--- config.mk ---
export PLATFORM = sky130hd
export DESIGN_NAME = rtc_bus_ctrl
export DESIGN_NICKNAME = d
export VERILOG_FILES = /design/src/rtl/rtc_bus_ctrl.sv
export SDC_FILE = /design/constraint.sdc
export NUM_CORES = 1
export LEC_CHECK = 0
export CORE_AREA = 2 2 69 71
export DETAILED_ROUTE_END_ITERATION = 16
export DIE_AREA = 0 0 71 73
export GPL_TIMING_DRIVEN = 1
export PLACE_DENSITY = 0.82
export SLEW_MARGIN = 20
export SYNTH_ARGS = -nofsm -noshare
export SYNTH_HDL_FRONTEND = slang
export SYNTH_SLANG_ARGS = --single-unit
--- constraint.sdc ---
create_clock -name clk -period 6.6 [get_ports clk]
set_clock_uncertainty 0.1 [all_clocks]
set_input_delay 0.99 -clock clk [delete_from_list [all_inputs] [get_ports clk]]
set_output_delay 0.99 -clock clk [all_outputs]
set_load 0.01 [all_outputs]
--- src/rtl/rtc_bus_ctrl.sv ---
// rtc_bus_ctrl: kcpsm6 port-mapped bus master for the RTC multiplexed address/data bus.
// Optional rejected-command counter is built when RTC_CMD_ERR_EN is defined.
module rtc_bus_ctrl #(
   parameter int PHASE_CYCLES = 4
) (
   input  logic       clk,
   input  logic       reset,
   input  logic [7:0] port_id,
   input  logic [7:0] out_port,
   input  logic       write_strobe,
   output logic [7:0] rd_data,
   output logic       busy,
   output logic       done,
   output logic [7:0] err_cnt,
   output logic [7:0] ad_out,
   output logic       ad_oe,
   input  logic [7:0] ad_in,
   output logic       cs_n,
   output logic       rd_n,
   output logic       wr_n,
   output logic       a_d
);

   typedef enum logic [3:0] {
      S_IDLE     = 4'd0,
      S_A_SETUP  = 4'd1,
      S_A_STROBE = 4'd2,
      S_A_HOLD   = 4'd3,
      S_W_SETUP  = 4'd4,
      S_W_STROBE = 4'd5,
      S_W_HOLD   = 4'd6,
      S_R_TURN   = 4'd7,
      S_R_STROBE = 4'd8,
      S_R_HOLD   = 4'd9
   } state_t;

   localparam logic [7:0] PH_LOAD = 8'(PHASE_CYCLES - 1);

   state_t     state_q, state_d, nxt;
   logic [7:0] cnt_q, cnt_d;
   logic [7:0] addr_q, addr_d;
   logic [7:0] data_q, data_d;
   logic       rd_op_q, rd_op_d;
   logic [7:0] rd_data_q, rd_data_d;
   logic       busy_q, busy_d;
   logic       done_q, done_d;
   logic [7:0] ad_out_q, ad_out_d;
   logic       ad_oe_q, ad_oe_d;
   logic       cs_n_q, cs_n_d;
   logic       rd_n_q, rd_n_d;
   logic       wr_n_q, wr_n_d;
   logic       a_d_q, a_d_d;
   logic       reg_wr_ok;
   logic       cmd_wr;
   logic       cmd_ok;
   logic       start;
   logic       unused_port_bits;

   assign unused_port_bits = ^port_id[7:4];

   // Port decode: address/data/command writes are locked out while a transaction runs.
   always_comb begin
      reg_wr_ok = write_strobe & ~busy_q;
      cmd_wr    = write_strobe & port_id[2];
      cmd_ok    = out_port[0] ^ out_port[1];
      start     = cmd_wr & cmd_ok & ~busy_q;
      addr_d    = (reg_wr_ok & port_id[0]) ? out_port : addr_q;
      data_d    = (reg_wr_ok & port_id[1]) ? out_port : data_q;
      rd_op_d   = start ? out_port[1] : rd_op_q;
   end

   // Phase sequencer: each non-idle state lasts PHASE_CYCLES cycles.
   always_comb begin
      state_d = state_q;
      cnt_d   = cnt_q;
      done_d  = 1'b0;
      case (state_q)
         S_IDLE:     nxt = S_A_SETUP;
         S_A_SETUP:  nxt = S_A_STROBE;
         S_A_STROBE: nxt = S_A_HOLD;
         S_A_HOLD:   nxt = rd_op_q ? S_R_TURN : S_W_SETUP;
         S_W_SETUP:  nxt = S_W_STROBE;
         S_W_STROBE: nxt = S_W_HOLD;
         S_R_TURN:   nxt = S_R_STROBE;
         S_R_STROBE: nxt = S_R_HOLD;
         default:    nxt = S_IDLE;
      endcase
      if (state_q == S_IDLE) begin
         if (start) begin
            state_d = nxt;
            cnt_d   = PH_LOAD;
         end else begin
            state_d = S_IDLE;
            cnt_d   = 8'd0;
         end
      end else if (cnt_q == 8'd0) begin
         state_d = nxt;
         cnt_d   = PH_LOAD;
         done_d  = (nxt == S_IDLE);
      end else begin
         state_d = state_q;
         cnt_d   = cnt_q - 8'd1;
      end
   end

   // Bus outputs are decoded from the next state so they change on the state edge.
   always_comb begin
      cs_n_d   = 1'b1;
      a_d_d    = 1'b1;
      ad_oe_d  = 1'b0;
      ad_out_d = 8'h00;
      wr_n_d   = 1'b1;
      rd_n_d   = 1'b1;
      case (state_d)
         S_A_SETUP, S_A_HOLD: begin
            cs_n_d = 1'b0; a_d_d = 1'b0; ad_oe_d = 1'b1; ad_out_d = addr_d;
         end
         S_A_STROBE: begin
            cs_n_d = 1'b0; a_d_d = 1'b0; ad_oe_d = 1'b1; ad_out_d = addr_d; wr_n_d = 1'b0;
         end
         S_W_SETUP, S_W_HOLD: begin
            cs_n_d = 1'b0; ad_oe_d = 1'b1; ad_out_d = data_d;
         end
         S_W_STROBE: begin
            cs_n_d = 1'b0; ad_oe_d = 1'b1; ad_out_d = data_d; wr_n_d = 1'b0;
         end
         S_R_TURN, S_R_HOLD: begin
            cs_n_d = 1'b0;
         end
         S_R_STROBE: begin
            cs_n_d = 1'b0; rd_n_d = 1'b0;
         end
         default: begin
            cs_n_d = 1'b1;
         end
      endcase
      busy_d    = (state_d != S_IDLE);
      rd_data_d = (state_q == S_R_STROBE && cnt_q == 8'd0) ? ad_in : rd_data_q;
   end

   // State and output registers with synchronous reset.
   always_ff @(posedge clk) begin
      if (reset) begin
         state_q   <= S_IDLE;
         cnt_q     <= 8'd0;
         addr_q    <= 8'h00;
         data_q    <= 8'h00;
         rd_op_q   <= 1'b0;
         rd_data_q <= 8'h00;
         busy_q    <= 1'b0;
         done_q    <= 1'b0;
         ad_out_q  <= 8'h00;
         ad_oe_q   <= 1'b0;
         cs_n_q    <= 1'b1;
         rd_n_q    <= 1'b1;
         wr_n_q    <= 1'b1;
         a_d_q     <= 1'b1;
      end else begin
         state_q   <= state_d;
         cnt_q     <= cnt_d;
         addr_q    <= addr_d;
         data_q    <= data_d;
         rd_op_q   <= rd_op_d;
         rd_data_q <= rd_data_d;
         busy_q    <= busy_d;
         done_q    <= done_d;
         ad_out_q  <= ad_out_d;
         ad_oe_q   <= ad_oe_d;
         cs_n_q    <= cs_n_d;
         rd_n_q    <= rd_n_d;
         wr_n_q    <= wr_n_d;
         a_d_q     <= a_d_d;
      end
   end

`ifdef RTC_CMD_ERR_EN
   logic [7:0] err_q, err_d;

   // Rejected command writes count up and saturate; an explicit clear takes priority.
   always_comb begin
      if (write_strobe && port_id[3]) begin
         err_d = 8'h00;
      end else if (cmd_wr && (busy_q || !cmd_ok) && err_q != 8'hFF) begin
         err_d = err_q + 8'h01;
      end else begin
         err_d = err_q;
      end
   end

   // Error counter register.
   always_ff @(posedge clk) begin
      if (reset) begin
         err_q <= 8'h00;
      end else begin
         err_q <= err_d;
      end
   end

   assign err_cnt = err_q;
`else
   assign err_cnt = 8'h00;
`endif

   assign rd_data = rd_data_q;
   assign busy    = busy_q;
   assign done    = done_q;
   assign ad_out  = ad_out_q;
   assign ad_oe   = ad_oe_q;
   assign cs_n    = cs_n_q;
   assign rd_n    = rd_n_q;
   assign wr_n    = wr_n_q;
   assign a_d     = a_d_q;

endmodule

After elaboration in Yosys (flattened, before gate mapping)

Cells that the tools add are included.

Equality and inequality tests: 16
Mux-type cells: 16
Reduce and logical (&&, ||, !) cells: 11
$add $sub $neg: 1
Bitwise operators: 9

Operator list:

| cell                                                                | count |
|---|---|
| 8-bit 2-to-1 mux                                                    | 4 |
| 4-bit case mux with 8 select lines                                  | 1 |
| 4-bit by 3-bit == test with 1-bit output (second input constant)    | 7 |
| 4-bit by 2-bit == test with 1-bit output (second input constant)    | 4 |
| 8-bit case mux with 2 select lines                                  | 1 |
| 4-bit == test (second input constant)                               | 3 |
| 4-bit 2-to-1 mux                                                    | 3 |
| 3-bit OR reduction                                                  | 3 |
| 9-bit OR reduction                                                  | 1 |
| 4-bit by 1-bit == test with 1-bit output (second input constant)    | 2 |
| 4-bit logical NOT                                                   | 2 |
| 8-bit logical NOT                                                   | 1 |
| 8-bit by 1-bit subtractor with 8-bit output (second input constant) | 1 |
| 1-bit AND                                                           | 6 |
| 6-bit OR reduction                                                  | 1 |
| 1-bit 2-to-1 mux                                                    | 5 |
| 2-bit 2-to-1 mux                                                    | 2 |
| 4-bit nonzero test                                                  | 1 |
| 1-bit inverter                                                      | 2 |
| 2-bit OR reduction                                                  | 1 |
| 1-bit logical AND                                                   | 1 |
| 1-bit XOR                                                           | 1 |

Register bits: 52
Output and inout bits: 31

Logic depth before layout (Yosys ltp)

Depth after elaboration: 8
Gate-level depth with buffers: 9
Gate-level depth less buffers: 8

Worst setup path after synthesis

No wires, ideal clock.

Path type: input to register
From: input port out_port[1]
To: register cs_n_q (netlist: cs_n)
Data required time: 6.367 ns
Path slack: 4.199 ns
Arrival time: 2.168 ns
Stages: 7
Library setup time: 0.133 ns
Cell sequence: xnor2_1 nor3_2 or2_2 a41o_1 buf_4 o21ai_0 o311ai_1

Word-level cells in the longest chain between the ends: 8
Elaborated cells on any way between the ends: 16
Those cells by class: eq/ne: 9; mux: 3; bitwise: 3; reduce/logical: 1

RTL lines:

| element                               | line | source |
|---|---|---|
| start: declaration                    | 9    | `input logic [7:0] out_port,` |
| 1-bit XOR *                           | 65   | `cmd_ok = out_port[0] ^ out_port[1];` |
| 1-bit AND * (2 in a row)              | 66   | `start = cmd_wr & cmd_ok & ~busy_q;` |
| 4-bit 2-to-1 mux *                    | 89   | `if (start) begin` |
| 4-bit 2-to-1 mux *                    | 88   | `if (state_q == S_IDLE) begin` |
| 4-bit == test (tied with other cells) | 114  | `case (state_d)` |
| 9-bit OR reduction (no line) *        | -    |  |
| 1-bit 2-to-1 mux *                    | 114  |  |
| end signal: assignment                | 169  | `cs_n_q <= cs_n_d;` |
| end: declaration                      | 49   | `logic cs_n_q, cs_n_d;` |

Mark *: on every way between the ends. The rest lies on a longest branch, timed or not.
A chain may end at the register's enable or synchronous reset.

Final worst setup path

From: input port out_port[0]
To: register wr_n_q (netlist: wr_n)

Word-level cells in the longest chain between the ends: 8
Elaborated cells on any way between the ends: 9
Those cells by class: eq/ne: 2; mux: 3; bitwise: 3; reduce/logical: 1

RTL lines:

| element                                                                                                     | line | source |
|---|---|---|
| 1-bit XOR *                                                                                                 | 65   |  |
| 1-bit AND * (2 in a row)                                                                                    | 66   |  |
| 4-bit 2-to-1 mux *                                                                                          | 89   |  |
| 4-bit 2-to-1 mux *                                                                                          | 88   |  |
| 4-bit by 3-bit == test with 1-bit output / 4-bit by 2-bit == test with 1-bit output (equally long branches) | 114  |  |
| 2-bit OR reduction (no line) *                                                                              | -    |  |
| 1-bit 2-to-1 mux *                                                                                          | 114  |  |
| end signal: assignment                                                                                      | 171  | `wr_n_q <= wr_n_d;` |
| end: declaration                                                                                            | 51   | `logic wr_n_q, wr_n_d;` |

Marks and branches as above.

==> results.sh <==
export IMPL_synth_adder_area_share_pct=1.14
export IMPL_reg2reg_depth=6
export IMPL_final_common_cell="dfxtp_1"
export IMPL_critical_path_reg2reg_startpoint="state_q[1]"
export IMPL_worst_path_dominant_cell_family="simple AND/OR/NAND/NOR gates"
export IMPL_gp_congestion=0.823
export IMPL_floorplan_core_area_mm2=0.00454
export IMPL_hold_class="register to register"
export IMPL_tritoncts="built"
export IMPL_count_of_hold_fix_buffers_inserted_at_cts=0
export IMPL_r2r_end="ad_oe"
export IMPL_vias_after_detailed_routing=1903
export IMPL_tightestPinTransition_ns=0.634
export IMPL_synth_top_cells_by_area="dfxtp_1 47%, nand3_1 8.4%, a21oi_1 7.1%"
export IMPL_drive_above_1_share_pct=5.37
export IMPL_grt_first_pass_wirelength_mm=7.72
export IMPL_synth_area_mm2=0.00220
export IMPL_synth_mux_area_fraction_pct=3.64
export IMPL_clk_latency_ns=0.30
export IMPL_run_status="completed"
export IMPL_die_width_um=71
export IMPL_largest_net_degree_at_the_start_of_global_routing=36
export IMPL_library_cell_used_as_clock_root_buffer="clkbuf_8"
export IMPL_startpoint_type="input pin"
export IMPL_regToRegSetupSlack_ns=4.03
export IMPL_post_drt_wl_per_cell_um=13.2
export IMPL_core_rowCount=25
export IMPL_cp_arrival_ns=3.02
export IMPL_path_class="input pin to register"
export IMPL_route_detailed_vias_per_inst=5.41
export IMPL_place_detailed_hpwl_mm=3.10
export IMPL_final_setup_viol_count=0
export IMPL_finalSetupTns_ns=0
export IMPL_worst_slew_margin_rel_pct=57.5
export IMPL_synth_simple_gate_area_share_pct=23.6
export IMPL_finalWirelength_mm=4.65
export IMPL_grt_setup_unrepaired="no"
export IMPL_worst_ir_drop_vdd_v=0.000259
export IMPL_drt_first_pass_iters=5
export IMPL_num_fill_cells=408
export IMPL_hold_crit_start="data_q[6]"
export IMPL_clock_tree_htree_level_count=2
export IMPL_cts_path_max_buffers=2
export IMPL_crit_path_cell_trace="clkdlybuf4s50_1, xnor2_1, nor3_2, or2_2, a41oi_2, and3_1, o21ai_1"
export IMPL_multiInputGateArea_mm2=0.00103
export IMPL_timing_critical_path_slowest_stage_cell="clkdlybuf4s50_1"
export IMPL_final_cell_area_mm2=0.00270
export IMPL_post_synth_cell_area_avg_um2=8.42
export IMPL_antenna_cells_inserted=0
export IMPL_synth_top_cell_by_area="dfxtp_1"
export IMPL_timing_hold_worst_path_depth=2
export IMPL_timing_critical_path_to_type="register"
export IMPL_drc_errors=0
export IMPL_drt_iter0_drc=133
export IMPL_die_height_um=73
export IMPL_ys_seq_area_share_pct=47.4
export IMPL_whs_endpoint="data_q[6]"
export IMPL_maxSlewViolCount=0
export IMPL_slowest_delay_ns=0.57
export IMPL_yosys_area_share_xor_xnor_pct=1.99
export IMPL_area_delta_synth_final_pct=23.0
export IMPL_cp_depth=7
export IMPL_number_of_antenna_violations_at_the_first_check_in_global_routing=0
export IMPL_hold_violations=0
export IMPL_area_sequential_mm2=0.00104
export IMPL_critPathBufInv=1
export IMPL_cts_repair_timing_setup_buffer_count=0
export IMPL_maximum_fanout_count_along_the_critical_path=13
export IMPL_number_of_distinct_library_cell_variants_in_the_gate_level_netlist_after_synthesis=44
export IMPL_ant_nets=0
export IMPL_vias_in_the_first_global_route=1730
export IMPL_period_share_pct=44.2
export IMPL_max_freq_ghz=0.343
export IMPL_synth_compound_gate_area_share_pct=15.0
export IMPL_synth_ff_latch_count=52
export IMPL_layout_min_cycle_time_ns=2.92
export IMPL_p_leak_nw=1.06
export IMPL_grt_overflow=0
export IMPL_synth_yosys_warnings=0
export IMPL_timing_critical_path_required_ns=6.70
export IMPL_post_cts_resize_count=0
export IMPL_dpl_instance_area_mm2=0.00261
export IMPL_clock_sink_count=52
export IMPL_nets=326
export IMPL_max_cap_violations=0
export IMPL_power_per_unit_of_standard_cell_area_mw_per_mm2=337
export IMPL_grtUsageTotal_pct=18.3
export IMPL_yosysTopAreaCellShare_pct=47.4
export IMPL_initial_cell_density_of_the_core_pct=48.5
export IMPL_synth_cells=261
export IMPL_floorplan_die_area_mm2=0.00518
export IMPL_most_common_layout_cells="52 x dfxtp_1, 44 x clkdlybuf4s50_1, 37 x nand3_1"
export IMPL_cts_made_buffers=5
export IMPL_combinational_family_with_the_most_area_after_synthesis="simple AND/OR/NAND/NOR gates"
export IMPL_boundaryPins=58
export IMPL_path_clk_slew_ns=0.09
export IMPL_placement_io_buffers=44
cells by family (layout without fill, tap and decap cells):
logic type,after synthesis,in the layout
AND/OR/NAND/NOR,108,108
AO/OA/AOI/OAI,55,55
flip-flops,52,52
buffers and inverters,30,60
multiplexers,8,8
XOR/XNOR,5,5
adder cells (fa/ha/maj),2,2
other,1,8
where the power goes:
group          switching (mW)  total [mW]  internal [mW]
registers              0.0339       0.386          0.352
logic                   0.206       0.349          0.143
clock network           0.101       0.176         0.0755
total                   0.341       0.912          0.571
final cells by class:
type | instances | share of cell area [%]
repair buffers | 46 | 16.8
clock buffers | 6 | 2.68
inverters | 6 | 0.833
flip-flops and latches | 52 | 38.5
clock inverters | 2 | 0.602
multi-input cells | 186 | 38.0
well taps | 54 | 2.50
metrics by stage:
stage                     util [%]  hold WS [ns]  setup slack (ns)  instances  power (mW)
after detailed placement      57.6         0.352              3.18        344       0.735
final                         59.6         0.364              3.68        352       0.912
after global placement        57.6         0.346              3.26        344       0.726
after CTS                     59.6         0.365              3.48        352       0.910
after floorplan                  -         0.341              4.20        268       0.657
after global routing          59.6         0.383              3.51        352       0.979
cell usage after synthesis (all sizes together):
cell type and n:
a2111o 1, o31ai 1, conb 1, a211oi 2
mux2i 8, o21a 2, nand2b 1, o311a 1
nor3 4, nand3b 1, o311ai 1, xor2 2
a21oi 31, o21bai 1, a41o 1, clkbuf 10
or3 1, o21ai 11, a311oi 1, nand2 23
nand3 37, and3 1, nand4b 1, or2 1
nor4 4, and2 1, or4 2, xnor2 3
a21o 1, buf 14, ha 2, inv 6
nor2 27, nor3b 1, dfxtp 52, nor2b 2
or3b 1, a41oi 1
routing by layer:
metal | wire length [µm] | global-route usage (%) | up-vias
li1 | - | - | 962
met1 | 2130 | 25.3 | 884
met2 | 2210 | 28.1 | 51
met3 | 268 | 4.97 | 6
met4 | 47 | 5.45 | 0
met5 | 0 | 0 | -
flip-flops by register name, summed over array words and instances, names as in the netlist:
register / flops
a_d: 1
ad_oe: 1
ad_out: 8
addr_q: 8
busy: 1
cnt_q: 8
cs_n: 1
data_q: 8
done: 1
rd_data: 8
rd_n: 1
rd_op_q: 1
state_q: 4
wr_n: 1
tightest hold or removal path: cells and delay by family (launching register included):
kind	cells	cell delay [ns]
compound gates	1	0.07
simple gates	1	0.04
flops	1	0.31
worst max-delay path by stage:
stage	startpoint	endpoint	slack [ns]
5_1_grt	out_port[0]	ad_oe	3.51
6_report	out_port[0]	wr_n	3.68
2_1_floorplan	out_port[1]	cs_n	4.20
3_5_place_dp	write_strobe	ad_out[4]	3.18
3_3_place_gp	write_strobe	ad_out[2]	3.26
4_1_cts	write_strobe	ad_out[4]	3.48
No activity file was read; power rests on OpenSTA's default activity.
